**src/rtl/spi_master_pkg.sv**
```systemverilog
`default_nettype none
// spi_master_pkg - shared types and register map for spi_master_wb_gen (rev 1.0)
package spi_master_pkg;

  typedef enum logic [1:0] {
    IDLE     = 2'd0,
    CS_SETUP = 2'd1,
    SHIFT    = 2'd2,
    DONE     = 2'd3
  } state_t;

  localparam logic [1:0] ADDR_DATA   = 2'd0;
  localparam logic [1:0] ADDR_CTRL   = 2'd1;
  localparam logic [1:0] ADDR_DIV    = 2'd2;
  localparam logic [1:0] ADDR_STATUS = 2'd3;

  localparam int CTRL_CPOL     = 0;
  localparam int CTRL_CPHA     = 1;
  localparam int CTRL_CSHOLD   = 2;
  localparam int CTRL_LSBFIRST = 3;
  localparam int CTRL_CS_LSB   = 4;
  localparam int CTRL_CS_MSB   = 7;

endpackage
`default_nettype wire

```
**src/rtl/spi_sck_gen.sv**
```systemverilog
`default_nettype none
// spi_sck_gen - registered half-period tick every max(div,1) cycles while enabled (rev 1.0)
module spi_sck_gen #(
  parameter int DIV_WIDTH = 8
) (
  input  logic                 CLK_I,
  input  logic                 reset,
  input  logic                 enable,
  input  logic [DIV_WIDTH-1:0] div,
  output logic                 tick
);

  localparam logic [DIV_WIDTH-1:0] ONE = DIV_WIDTH'(1);

  logic [DIV_WIDTH-1:0] cnt;
  logic [DIV_WIDTH-1:0] cnt_next;
  logic [DIV_WIDTH-1:0] limit;

  assign limit    = (div == '0) ? ONE : div;
  assign cnt_next = cnt + ONE;

  // The tick is registered, so the first one after enable arrives one cycle late;
  // that extra cycle is the chip-select setup margin.
  always_ff @(posedge CLK_I) begin
    if (reset || !enable) begin
      cnt  <= '0;
      tick <= 1'b0;
    end else if (cnt_next == limit) begin
      cnt  <= '0;
      tick <= 1'b1;
    end else begin
      cnt  <= cnt_next;
      tick <= 1'b0;
    end
  end

endmodule
`default_nettype wire

```
**src/rtl/spi_master_wb_gen.sv**
```systemverilog
`default_nettype none
// spi_master_wb_gen - parametrised Wishbone SPI master, runtime mode/divider/CS hold (rev 1.0)
// Define SPI_LSB_FIRST_EN to let CTRL[3] select LSB-first frames.
module spi_master_wb_gen
  import spi_master_pkg::*;
#(
  parameter int NUM_CHIP_SELECTS = 3,
  parameter int DATA_WIDTH       = 8,
  parameter int DIV_WIDTH        = 8,
  parameter int DEFAULT_CLK_DIV  = 4
) (
  input  logic                        CLK_I,
  input  logic                        reset,
  input  logic [1:0]                  ADR_I,
  input  logic [DATA_WIDTH-1:0]       DAT_I,
  input  logic                        WE_I,
  input  logic                        STB_I,
  output logic                        ACK_O,
  output logic                        RTY_O,
  output logic [DATA_WIDTH-1:0]       DAT_O,
  input  logic                        miso,
  output logic                        mosi,
  output logic                        sck,
  output logic [NUM_CHIP_SELECTS-1:0] chipSelects
);

  localparam int EW = $clog2(2 * DATA_WIDTH);
  localparam logic [EW-1:0] LAST_EDGE = EW'(2 * DATA_WIDTH - 1);

  state_t state, state_next;
  logic [7:0]            ctrl, ctrl_pend, ctrl_new;
  logic [DIV_WIDTH-1:0]  div, div_pend, div_new;
  logic                  ctrl_pend_vld, div_pend_vld;
  logic [DATA_WIDTH-1:0] tx_sh, rx_sh, rx, rdata;
  logic [EW-1:0]         edge_cnt;
  logic [3:0]            cs_idx;
  logic                  rx_valid, cs_active, tick, lsb_first;
  logic                  busy, accept, data_wr, start, refuse, cfg_direct;
  logic                  ctrl_wr, div_wr, ctrl_apply, div_apply;
  logic                  cpol, cpha, leading, sample, shift_out, shifting;

`ifdef SPI_LSB_FIRST_EN
  localparam logic [7:0] CTRL_MASK = 8'hFF;
  assign lsb_first = ctrl[CTRL_LSBFIRST];
`else
  localparam logic [7:0] CTRL_MASK = 8'hF7;
  assign lsb_first = 1'b0;
`endif

  assign busy       = (state != IDLE);
  assign accept     = STB_I && !ACK_O && !RTY_O;
  assign data_wr    = accept && WE_I && (ADR_I == ADDR_DATA);
  assign start      = data_wr && !busy;
  assign refuse     = data_wr && busy;
  assign ctrl_wr    = accept && WE_I && (ADR_I == ADDR_CTRL);
  assign div_wr     = accept && WE_I && (ADR_I == ADDR_DIV);
  // Writes landing in DONE apply directly, as DONE always hands over to IDLE.
  assign cfg_direct = (state == IDLE) || (state == DONE);
  assign ctrl_apply = (ctrl_wr && cfg_direct) || ((state == DONE) && ctrl_pend_vld);
  assign ctrl_new   = (ctrl_wr && cfg_direct) ? (DAT_I[7:0] & CTRL_MASK) : ctrl_pend;
  assign div_apply  = (div_wr && cfg_direct) || ((state == DONE) && div_pend_vld);
  assign div_new    = (div_wr && cfg_direct) ? DIV_WIDTH'(DAT_I) : div_pend;

  assign cpol      = ctrl[CTRL_CPOL];
  assign cpha      = ctrl[CTRL_CPHA];
  assign shifting  = tick && (state == SHIFT);
  assign leading   = !edge_cnt[0];
  assign sample    = shifting && (leading ^ cpha);
  assign shift_out = shifting && (cpha ? (leading && (edge_cnt != '0)) : !leading);
  assign mosi      = lsb_first ? tx_sh[0] : tx_sh[DATA_WIDTH-1];

  spi_sck_gen #(.DIV_WIDTH(DIV_WIDTH)) u_sck_gen (
    .CLK_I  (CLK_I),
    .reset  (reset),
    .enable ((state == CS_SETUP) || (state == SHIFT)),
    .div    (div),
    .tick   (tick)
  );

  for (genvar i = 0; i < NUM_CHIP_SELECTS; i++) begin : g_cs
    assign chipSelects[i] = !(cs_active && (cs_idx == 4'(i)));
  end

  always_ff @(posedge CLK_I) begin
    if (reset) state <= IDLE;
    else       state <= state_next;
  end

  always_comb begin
    state_next = state;
    case (state)
      IDLE:     if (start) state_next = CS_SETUP;
      CS_SETUP: if (tick) state_next = SHIFT;
      SHIFT:    if (tick && (edge_cnt == LAST_EDGE)) state_next = DONE;
      DONE:     state_next = IDLE;
      default:  state_next = IDLE;
    endcase
  end

  always_comb begin
    rdata = '0;
    case (ADR_I)
      ADDR_DATA: rdata = rx;
      ADDR_CTRL: rdata = DATA_WIDTH'(ctrl);
      ADDR_DIV:  rdata = DATA_WIDTH'(div);
      default:   rdata = DATA_WIDTH'({rx_valid, busy});
    endcase
  end

  always_ff @(posedge CLK_I) begin
    if (reset) begin
      ACK_O         <= 1'b0;
      RTY_O         <= 1'b0;
      DAT_O         <= '0;
      sck           <= 1'b0;
      ctrl          <= '0;
      ctrl_pend     <= '0;
      ctrl_pend_vld <= 1'b0;
      div           <= DIV_WIDTH'(DEFAULT_CLK_DIV);
      div_pend      <= '0;
      div_pend_vld  <= 1'b0;
      tx_sh         <= '0;
      rx_sh         <= '0;
      rx            <= '0;
      rx_valid      <= 1'b0;
      edge_cnt      <= '0;
      cs_active     <= 1'b0;
      cs_idx        <= '0;
    end else begin
      ACK_O <= accept && !refuse;
      RTY_O <= refuse;
      if (accept) DAT_O <= WE_I ? '0 : rdata;
      if (accept && !WE_I && (ADR_I == ADDR_DATA)) rx_valid <= 1'b0;

      if (start) begin
        tx_sh     <= DAT_I;
        edge_cnt  <= '0;
        cs_active <= 1'b1;
        cs_idx    <= ctrl[CTRL_CS_MSB:CTRL_CS_LSB];
      end

      if (state != SHIFT) sck <= cpol;
      else if (tick)      sck <= !sck;

      if (shifting) edge_cnt <= edge_cnt + EW'(1);
      if (shift_out) tx_sh <= lsb_first ? (tx_sh >> 1) : (tx_sh << 1);
      if (sample)
        rx_sh <= lsb_first ? {miso, rx_sh[DATA_WIDTH-1:1]} : {rx_sh[DATA_WIDTH-2:0], miso};

      if (state == DONE) begin
        rx        <= rx_sh;
        rx_valid  <= 1'b1;
        cs_active <= ctrl[CTRL_CSHOLD];
      end

      if (ctrl_wr && !cfg_direct) begin
        ctrl_pend     <= DAT_I[7:0] & CTRL_MASK;
        ctrl_pend_vld <= 1'b1;
      end else if (state == DONE) begin
        ctrl_pend_vld <= 1'b0;
      end
      if (div_wr && !cfg_direct) begin
        div_pend     <= DIV_WIDTH'(DAT_I);
        div_pend_vld <= 1'b1;
      end else if (state == DONE) begin
        div_pend_vld <= 1'b0;
      end

      // A held select is dropped once the new CTRL no longer asks for that same select.
      if (ctrl_apply) begin
        ctrl <= ctrl_new;
        if (!ctrl_new[CTRL_CSHOLD] || (ctrl_new[CTRL_CS_MSB:CTRL_CS_LSB] != cs_idx))
          cs_active <= 1'b0;
      end
      if (div_apply) div <= div_new;
    end
  end

endmodule
`default_nettype wire

```
**config.mk**
```make
export PLATFORM = sky130hd
export DESIGN_NAME = spi_master_wb_gen
export DESIGN_NICKNAME = d
export VERILOG_FILES = /design/src/rtl/spi_master_pkg.sv /design/src/rtl/spi_sck_gen.sv /design/src/rtl/spi_master_wb_gen.sv
export SDC_FILE = /design/constraint.sdc
export NUM_CORES = 1
export LEC_CHECK = 0
export CORE_ASPECT_RATIO = 1.2
export CORE_MARGIN = 2
export CORE_UTILIZATION = 35
export DETAILED_ROUTE_END_ITERATION = 8
export PLACE_DENSITY = 0.6
export SYNTH_ARGS = -nofsm -noshare
export SYNTH_HDL_FRONTEND = slang
export SYNTH_HIERARCHICAL = 1
export SYNTH_SLANG_ARGS = --single-unit
export TNS_END_PERCENT = 10
```
**constraint.sdc**
```tcl
create_clock -name CLK_I -period 6.4 [get_ports CLK_I]
set_clock_uncertainty 0.15 [all_clocks]
set_input_delay 1.28 -clock CLK_I [delete_from_list [all_inputs] [get_ports CLK_I]]
set_output_delay 1.28 -clock CLK_I [all_outputs]
set_load 0.01 [all_outputs]
```
Word level (Yosys, flattened, before mapping)
Cells that the tools add are included.

storage, ports and cells
  register bits after elaboration = 89
  input port bits = 15
  output and inout port bits = 15
  word-level logic and storage cells = 123

operators by class
  $add $sub $neg = 2
  equality and inequality tests = 14
  mux-type cells = 26
  bitwise gates (word level) = 1
  reductions and logical operators = 59

operators by type and width
  kind                                                                   count
  8-bit two-way mux                                                      6
  1-bit logical AND                                                      25
  8-bit one-hot mux with 3 select lines                                  1
  2-bit nonzero test                                                     7
  1-bit zero test                                                        13
  1-bit two-way mux                                                      13
  8-bit by 1-bit adder with 8-bit output, second input constant          1
  8-bit equality test                                                    1
  8-bit zero test                                                        1
  4-bit two-way mux                                                      2
  2-bit one-hot mux with 4 select lines                                  1
  2-bit equality test, second input constant                             3
  1-bit logical OR                                                       6
  2-bit two-way mux                                                      3
  4-bit by 1-bit adder with 4-bit output, second input constant          1
  2-bit by 1-bit equality test with 1-bit output, second input constant  2
  4-bit by 1-bit equality test with 1-bit output, second input constant  1
  4-bit by 2-bit equality test with 1-bit output, second input constant  1
  4-bit equality test, second input constant                             1
  2-bit zero test                                                        2
  4-bit zero test                                                        1
  2-bit by 1-bit != test with 1-bit output, second input constant        2
  2-bit != test, second input constant                                   2
  4-bit != test                                                          1
  4 further kinds                                                        5

Depth between registers and ports, before layout
  word-level depth = 11
  depth in mapped cells = 8

Modules after synthesis
The synthesis kept the hierarchy.

modules (own cells, without submodules)
  module             times used  cells each  area each (µm²)  seq. area each (µm²)
  spi_master_wb_gen  1           412         3548.4           1581.5
  spi_sck_gen        1           73          665.6            180.2

Worst setup path before layout
No wires, ideal clock.

  kind = input-to-reg
  from = input port ADR_I[1]
  to = register cs_active
  library setup time = 0.070 ns
  data arrival time = 3.115 ns
  path slack = 3.065 ns
  cell stages on the path = 7
  buffers on the path = 2
  cells stage by stage = or4b_1 -> buf_2 -> or3_1 -> buf_2 -> o211a_1 -> a2111o_1 -> a21oi_1

between the ends
  longest elaborated chain between the ends = 8

ends and longest elaborated chain
  item                                                     RTL line                                          source
  from (decl)                                              spi_master_wb_gen.sv:14                           input logic [1:0] ADR_I,
  2-bit by 1-bit equality test with 1-bit output           spi_master_wb_gen.sv:55                           assign ctrl_wr = accept && WE_I && (ADR_I == ADDR_CTRL);
  1-bit logical AND                                        spi_master_wb_gen.sv:55
  1-bit logical AND                                        spi_master_wb_gen.sv:59, spi_master_wb_gen.sv:60
  8-bit two-way mux                                        spi_master_wb_gen.sv:60                           assign ctrl_new = (ctrl_wr && cfg_direct) ? (DAT_I[7:0] & CTRL_MASK) : ctrl_pend;
  4-bit != test / 1-bit zero test (equally long branches)  spi_master_wb_gen.sv:172                          if (!ctrl_new[CTRL_CSHOLD] || (ctrl_new[CTRL_CS_MSB:CTRL_CS_LSB] != cs_idx))
  1-bit logical OR                                         spi_master_wb_gen.sv:172
  1-bit two-way mux                                        spi_master_wb_gen.sv:172
  1-bit two-way mux *                                      spi_master_wb_gen.sv:170                          if (ctrl_apply) begin
  to (signal assigned)                                     spi_master_wb_gen.sv:153                          cs_active <= ctrl[CTRL_CSHOLD];
  to (decl)                                                spi_master_wb_gen.sv:37                           logic rx_valid, cs_active, tick, lsb_first;

Mark *: on every way between the ends. The rest lies on a longest branch, timed or not.
A chain may end at the register's enable or synchronous reset.

Worst setup path after layout
Same ends and word-level chain as after synthesis.

==> impl_metrics.csv <==
group,metric,value,unit
setup_path,crit_path_end_kind,"flip-flop",
setup_path,crit_path_start,"ADR_I[1]",
yosys,synth_cell_type_count,58,
drt,drtIter0Drc,229,
floorplanning,start_util,36.1,%
clock_network,cts-resized-gates,0,
setup_path,path_max_fanout,18,
timing,period_share,65.6,%
timing,slew_headroom,36.5,%
drt,firstDrtPassIters,5,
drt,drt-total-wl,10200,um
timing,final-hold-violation-count,0,
floorplanning,die-height,124,um
floorplanning,die_w,104,um
clock_network,cts_setup_buffers,0,
timing,rsz0062_at_grt,"false",
power_and_ir_drop,power_density,262,nW/um^2
setup_path,crit_required,6.52,ns
timing,fin_setup_tns,0,ns
run_status,status,"finished, final reports clean",
setup_path,path_class,"primary input to flip-flop",
yosys,synth_top_flop_cell,"dfxtp_1",
yosys,synth_edf_count,0,
yosys,synthArstFlopShare,0,%
power_and_ir_drop,max-vdd-ir-drop,0.000118,V
clock_network,ctsHoldBuffers,0,
finish,register_area,1760,um^2
clock_network,cts_made_buffers,9,
power_and_ir_drop,power,1290,uW
global_route,grt_pass1_vias,3182,
timing,slew_violations,0,
drt,post-route-drc-count,0,
yosys,synth_area,4210,um^2
clock_network,clock_sinks,88,
finish,nets,519,
finish,fillers,1191,
yosys,synthCells,485,
finish,n_antenna_cell,0,
setup_path,r2r_start,"RTY_O$_SDFF_PP0_",
setup_path,cp-start-kind,"primary input",
yosys,synth_fp_nets,507,
timing,holdWs,0.319,ns
finish,multiInputGateArea,2280,um^2
power_and_ir_drop,leakage,0.00173,uW
min_path,hold_path_startpoint,"rx_valid$_SDFFE_PP0P_",
placement,dp_hpwl,7190,um
timing,worst_pin_slew,0.948,ns
clock_network,htree_num_levels,3,
timing,setup_viol,0,
finish,layout_common_cells,"dfxtp_1, nor2_1, nand2_1",
placement,place.gp.congestion,0.824,
placement,placed_area,4590,um^2
yosys,ys_ff_latch,88,
clock_network,cts_tree,"built",
timing,period_minus_slack,4.20,ns
setup_path,crit_arrival,4.31,ns
floorplanning,die_area,12900,um^2
clock_network,cts_root_buf,"clkbuf_16",
floorplanning,coreArea,11700,um^2
global_route,grt_pass1_wl,16700,um
drt,wl_per_cell,15.5,um
clock_network,clk_pin_slew,0.06,ns
global_route,grt_max_degree,82,
drt,routed_via_density,5.29,
finish,design_area,4930,um^2
finish,area_delta_synth_final,16.9,%
clock_network,worstSkewPairLatency,0.34,ns
drt,drtAntennaViolNets,0,
finish,drive_gt1_share,6.57,%
run,max_cap_viol_count,0,
placement,place.port_buffers,29,
finish,layout_commonest_cell,"dfxtp_1",
global_route,antenna_found_initial,0,
yosys,yosysWarnings,6,
yosys,seq_area_frac_synth,41.8,%
drt,vias,3486,
timing,clock.fmax,0.238,GHz
global_route,grt_overflow_total,0,
floorplanning,rows,43,
floorplanning,num_io_pins,30,
yosys,syn_avg_cell_area,8.69,um^2
min_path,hp-class,"flip-flop to flip-flop",
global_route,grt_use_total,16.1,%
clock_network,clockBufferDepth,2,
[through the flow]
| stage | utilization (%) | instances | setup slack [ns] |
|---|---|---|---|
| floorplan | - | 485 | 3.07 |
| global placement | 39.4 | 643 | 2.06 |
| detailed placement | 39.4 | 643 | 2.00 |
| CTS | 42.2 | 659 | 2.29 |
| global route | 42.2 | 659 | 2.07 |
| finish | 42.2 | 659 | 2.20 |
[per-layer routing]
metal | vias up | part of all wire (%) | track usage (%)
met5 | - | 0 | 0
met2 | 118 | 48 | 26.4
li1 | 1752 | - | -
met1 | 1595 | 45 | 20.8
met4 | 0 | 2.4 | 6.84
met3 | 21 | 4.5 | 2.94
[where the power goes]
group | internal (uW) | total [uW] | switching, uW
Sequential | 564 | 585 | 20.4
Clock | 364 | 577 | 213
Combinational | 51.3 | 129 | 77.3
[flip-flops by register name (all words and copies together), names as in the netlist, 2 cells and up]
| signal | cells |
|---|---|
| DAT_O | 8 |
| cs_idx | 4 |
| ctrl | 7 |
| ctrl_pend | 7 |
| div | 8 |
| div_pend | 8 |
| edge_cnt | 4 |
| rx | 8 |
| rx_sh | 8 |
| state | 2 |
| tx_sh | 8 |
| u_sck_gen/cnt | 8 |
[final timing paths]
check | to | slack [ns] | cells after the start
max | cs_active$_SDFF_PP0_ | 2.20 | 6
min | rx_valid$_SDFFE_PP0P_ | 0.32 | 2
max reg2reg | cs_active$_SDFF_PP0_ | 3.60 | 5
min reg2reg | rx_valid$_SDFFE_PP0P_ | 0.32 | 2
[cell families after synthesis]
group / count (synthesis) / share of synthesized area, %
AOI/OAI and AO/OA: 81 / 14.3
xor gates and xnor gates: 17 / 3.53
adders and majority gates: 7 / 2.08
buffers and inverters: 44 / 4.25
DFF: 88 / 41.8
muxes: 42 / 10.6
and+or+nand+nor: 206 / 23.5
[critical path, stage by stage]
cell,delay [ns]
clkdlybuf4s50_1,0.70
or4b_1,0.75
or3_1,0.67
mux2_1,0.44
a2111o_1,0.31
a21oi_1,0.16
[synthesized netlist by cell type, types with 2 or more instances]
master	count	area share, %
or3_1	2	0.30
o31ai_1	3	0.53
inv_1	13	1.2
mux2i_1	39	9.3
clkbuf_1	23	2.0
a311oi_1	21	4.4
nand2_1	55	4.9
a21oi_1	18	2.1
nand4_1	3	0.45
o2111ai_1	2	0.42
and3_1	2	0.30
mux4_2	2	1.1
nand3b_1	2	0.36
a22oi_1	7	1.2
dfxtp_1	88	42
buf_2	5	0.59
a211oi_1	9	1.6
nor4_1	5	0.74
ha_1	7	2.1
nor2b_1	6	0.89
nand2b_1	11	1.6
nor3_1	7	0.83
xnor2_1	13	2.7
or3b_2	2	0.42
o21ai_0	8	0.95
nor3b_1	3	0.53
xor2_1	4	0.83
buf_1	2	0.18
nand3_1	21	2.5
nor2_1	74	6.6
[area by class of cell]
class                           count  share of cell area (%)
Clock buffer                       12                    5.21
Clock inverter                      4                    1.55
Inverter                           13                   0.990
Multi-Input combinational cell    353                    46.3
Sequential cell                    88                    35.8
Tap cell                          157                    3.99
Timing Repair Buffer               32                    6.25
Note: power is estimated with default switching activity, not from simulation.
